===== config.mk =====
export PLATFORM = sky130hd
export DESIGN_NAME = rr_arbiter_4
export DESIGN_NICKNAME = d
export VERILOG_FILES = /design/src/rtl/rr_arbiter_4.sv
export SDC_FILE = /design/constraint.sdc
export NUM_CORES = 1
export LEC_CHECK = 0
export BUFFER_PORTS_ARGS = -buffer_cell sky130_fd_sc_hd__buf_2
export CAP_MARGIN = 10
export CORE_ASPECT_RATIO = 1.25
export CORE_MARGIN = 3
export CORE_UTILIZATION = 46
export DETAILED_ROUTE_END_ITERATION = 16
export PLACE_DENSITY = 0.66
export SETUP_SLACK_MARGIN = 0.1
export SYNTH_ARGS = -nofsm -noshare
export SYNTH_HDL_FRONTEND = slang
export SYNTH_SLANG_ARGS = --single-unit

===== constraint.sdc =====
create_clock -name clk -period 4.5 [get_ports clk]
set_input_delay 0.675 -clock clk [delete_from_list [all_inputs] [get_ports clk]]
set_output_delay 0.675 -clock clk [all_outputs]
set_load 0.01 [all_outputs]

===== src/rtl/rr_arbiter_4.sv =====
// rr_arbiter_4: four-requester round-robin arbiter with a bounded hold time and
// a mandatory one-cycle turnaround slot between consecutive owners.
module rr_arbiter_4 #(
    parameter int unsigned MAX_HOLD = 8
) (
    input  logic       clk,
    input  logic       rst_n,
    input  logic [3:0] req,
    output logic [3:0] gnt,
    output logic [1:0] gnt_id,
    output logic       busy,
    output logic       expired
);
    typedef enum logic {IDLE, OWN} state_t;

    state_t     r_state, w_state_nxt;
    logic [1:0] r_ptr, w_ptr_nxt;
    logic [1:0] r_id, w_id_nxt;
    logic [3:0] r_gnt, w_gnt_nxt;
    logic [7:0] r_hold, w_hold_nxt;
    logic       r_exp, w_exp_nxt;
    logic [1:0] w_win, w_idx;
    logic       w_found, w_limit, w_release;

    // First set request bit scanning cyclically upward from the pointer.
    always_comb begin
        w_win   = r_ptr;
        w_found = 1'b0;
        w_idx   = r_ptr;
        for (int k = 0; k < 4; k++) begin
            w_idx = r_ptr + 2'(k);
            if (!w_found && req[w_idx]) begin
                w_win   = w_idx;
                w_found = 1'b1;
            end
        end
    end

    assign w_limit   = (MAX_HOLD != 0) && (r_hold == 8'(MAX_HOLD));
    assign w_release = !req[r_id] || w_limit;

    always_comb begin
        w_state_nxt = r_state;
        w_ptr_nxt   = r_ptr;
        w_id_nxt    = r_id;
        w_gnt_nxt   = r_gnt;
        w_hold_nxt  = r_hold;
        w_exp_nxt   = 1'b0;
        if (r_state == IDLE) begin
            if (w_found) begin
                w_state_nxt = OWN;
                w_gnt_nxt   = 4'b0001 << w_win;
                w_id_nxt    = w_win;
                w_hold_nxt  = 8'd1;
            end
        end else if (w_release) begin
            w_state_nxt = IDLE;
            w_gnt_nxt   = 4'b0000;
            w_id_nxt    = 2'b00;
            w_ptr_nxt   = r_id + 2'd1;
            w_hold_nxt  = 8'd0;
            // A limit hit coinciding with the owner's own drop is voluntary.
            w_exp_nxt   = req[r_id];
        end else begin
            w_hold_nxt  = (r_hold == 8'hFF) ? r_hold : r_hold + 8'd1;
        end
    end

    always_ff @(posedge clk or negedge rst_n) begin
        if (!rst_n) begin
            r_state <= IDLE;
            r_ptr   <= 2'b00;
            r_id    <= 2'b00;
            r_gnt   <= 4'b0000;
            r_hold  <= 8'd0;
            r_exp   <= 1'b0;
        end else begin
            r_state <= w_state_nxt;
            r_ptr   <= w_ptr_nxt;
            r_id    <= w_id_nxt;
            r_gnt   <= w_gnt_nxt;
            r_hold  <= w_hold_nxt;
            r_exp   <= w_exp_nxt;
        end
    end

    assign gnt     = r_gnt;
    assign gnt_id  = r_id;
    assign busy    = |r_gnt;
    assign expired = r_exp;
endmodule

==> reports/results.ini <==
[global_route]
antenna_found_initial=0
grt_pass1_vias=831
grt_pass1_wl_mm=3.75
grt_max_degree=19
gr-total-overflow=0
track_usage=0.163

[cts]
cts_inserted_buffers=3
htree_levels=1
ctsResizeCount=0
clockBufferDepth=2
holdBufCountCts=0
clk_latency_ns=0.29
cts_setup_buffers=0
cts.clk_slew.worst_paths_ns=0.10
cts_tree=yes
clockRootBuffer=clkbuf_4
clock-sinks=18

[placed_design]
globalplace.congestion=0.834
numPortBuffers=13
pre_cts_slack_ns=2.26
dp.final_hpwl_mm=1.64

[pwr]
power_density_nw_per_um2=533
total_power_uw=618
leakage_nw=0.499
peakVddDrop_uv=308

[setup_path]
r2r_slack_ns=2.62
crit_arrival_ns=1.34
critPathLaunchType=register
crit_slowest_cell=or4_1
cp_max_fo=3
worst_ep_required_time_ns=3.83
path_cells=or4_1, buf_2
crit_start=gnt[1]
r2r-start=r_hold[1]
worstSetupPathType=reg -> out
reg2reg_depth=5
crit_path_end_kind=output pin
reg2reg_to=r_hold[5]
path_buf_inv=1
slowest_delay_ns=0.50
critical-path-top-delay-family=simple AND/OR/NAND/NOR gates

[sta]
clock.fmax_mhz=495
final_min_period_over_clock_period=0.449
skew_ns=0.00169
setup_viol=0
period_needed_ns=2.02
rsz0062_at_grt=false
hold_viol=0
setup_ws_ns=2.48
setup_tns_ns=0
slew_headroom=0.548
tightest_slew_ns=0.672
drv_slew=0

[yosys]
synthSimpleGateAreaFrac=0.156
synth_area_per_cell_sq_um=9.78
ys_types=39
synth_top_cell_by_area=dfrtp_1
yosys.area_share.adder=0.0239
synth_top_family_by_area=compound AO/OA/AOI/OAI gates
seq_area_frac_synth=0.431
syn_inst=107
synth.net_count=115
synth_top_area_share=0.431
synth-seq-cells=18
synth_compound_area_frac=0.287
muxShareOfSynthArea=0.0443
synthXorXnorAreaFrac=0.00837
yosysWarningCount=0
synth_area_leaders=dfrtp_1 (43%), a21oi_1 (5.7%), a32o_1 (2.9%), o21ai_0 (2.9%), inv_1 (2.5%)
synth_area_sq_um=1050

[outcome]
status=finished, final reports clean

[final_layout]
utilization=0.559
multi_input_area_sq_um=543
fillers=203
drive_gt1_frac=0.175
area_growth_pct=10.8
antenna-diode-count=0
nets=129
final-seq-area_sq_um=450

[routing]
via_per_inst=5.87
drt_first_iter_violations=17
first_pass_iters=4
remaining_drc_errors=0
vias=880
drt-wirelength-per-cell_um=14.4
ant_nets=0
drt-total-wl_mm=2.17

[die]
dieArea_sq_um=2890
initial_core_util=0.505
rows=18
pin_count=14
fp.coreArea_sq_um=2070
die_h_um=59.3
fp.dieW_um=48.7

[run]
cap_violations=0

[min_path]
hp-class=in -> async

-- through the flow --
step                hold slack [ns]  instance area, sq um  cells
floorplan                     0.379                  1050    107
global placement              0.497                  1120    146
detailed placement            0.505                  1120    146
CTS                           0.312                  1160    150
global route                  0.308                  1160    150
finish                        0.294                  1160    150
-- flip-flops by register name (all words and copies together), names as in the netlist --
register / flops
gnt: 4
expired: 1
r_state: 1
r_hold: 8
gnt_id: 2
r_ptr: 2
-- per-layer routing --
metal	vias up	global-route usage	share of wire
met5	-	0	0
met4	0	0.0488	0.0060
met3	2	0.0252	0.033
met2	14	0.295	0.51
met1	425	0.202	0.45
li1	439	-	-
-- layout by cell type, fill, tap and decap left out, types with 3 or more instances in the layout --
master,n
a21oi_1,12
a32o_1,3
a41oi_1,3
buf_2,13
clkbuf_4,3
dfrtp_1,18
inv_1,7
nand2_1,6
nor2_1,7
o21ai_0,6
-- logic make-up (layout without fill, tap and decap cells) --
group,count (synthesis),in the layout
adder cells (fa/ha/maj),2,2
XOR/XNOR,1,1
multiplexers,3,3
AND/OR/NAND/NOR,30,30
AO/OA/AOI/OAI,42,42
flip-flops,18,18
buffers and inverters,11,24
-- how the worst max path moves through the flow --
stage,depth (start not counted),slack (ns),endpoint
final,2,2.48,busy
after global routing,2,2.40,busy
after CTS,2,2.47,busy
after global placement,5,2.28,gnt[1]
after detailed placement,5,2.26,gnt[3]
after floorplan,6,2.64,r_hold[2]
-- report_power, final --
group | internal [mW] | switching [mW] | leakage (nW)
registers | 0.205 | 0.0553 | 0.236
logic | 0.119 | 0.138 | 0.243
clock network | 0.0493 | 0.0510 | 0.0210
-- cell type report --
| cell class | instances | share of cell area |
|---|---|---|
| Multi-Input combinational cell | 78 | 0.469 |
| Sequential cell | 18 | 0.389 |
| Timing Repair Buffer | 13 | 0.0562 |
| Tap cell | 30 | 0.0324 |
| Clock buffer | 4 | 0.0313 |
| Inverter | 7 | 0.0227 |
-- Yosys cell counts --
master      n
a21o_1      1
a21oi_1    12
a21oi_2     2
a22o_1      1
a311o_1     1
a32o_1      3
a41oi_1     3
and3_1      1
buf_2       3
buf_6       1
dfrtp_1    18
ha_1        2
inv_1       7
mux2i_1     2
mux4_1      1
nand2_1     6
nand2b_1    1
nand3_1     2
nand4_1     2
nand4bb_1   1
nor2_1      7
nor2b_1     1
nor3b_1     1
nor4_1      1
o211a_2     1
o21ai_0     6
o21ai_2     1
o221ai_1    1
o22a_1      2
o22ai_1     1
o2bb2ai_1   2
o31ai_1     2
o32ai_1     2
o41ai_1     1
or2_1       2
or2b_1      1
or3_1       2
or4_1       2
xnor2_1     1
No activity file was read; power rests on OpenSTA's default activity.
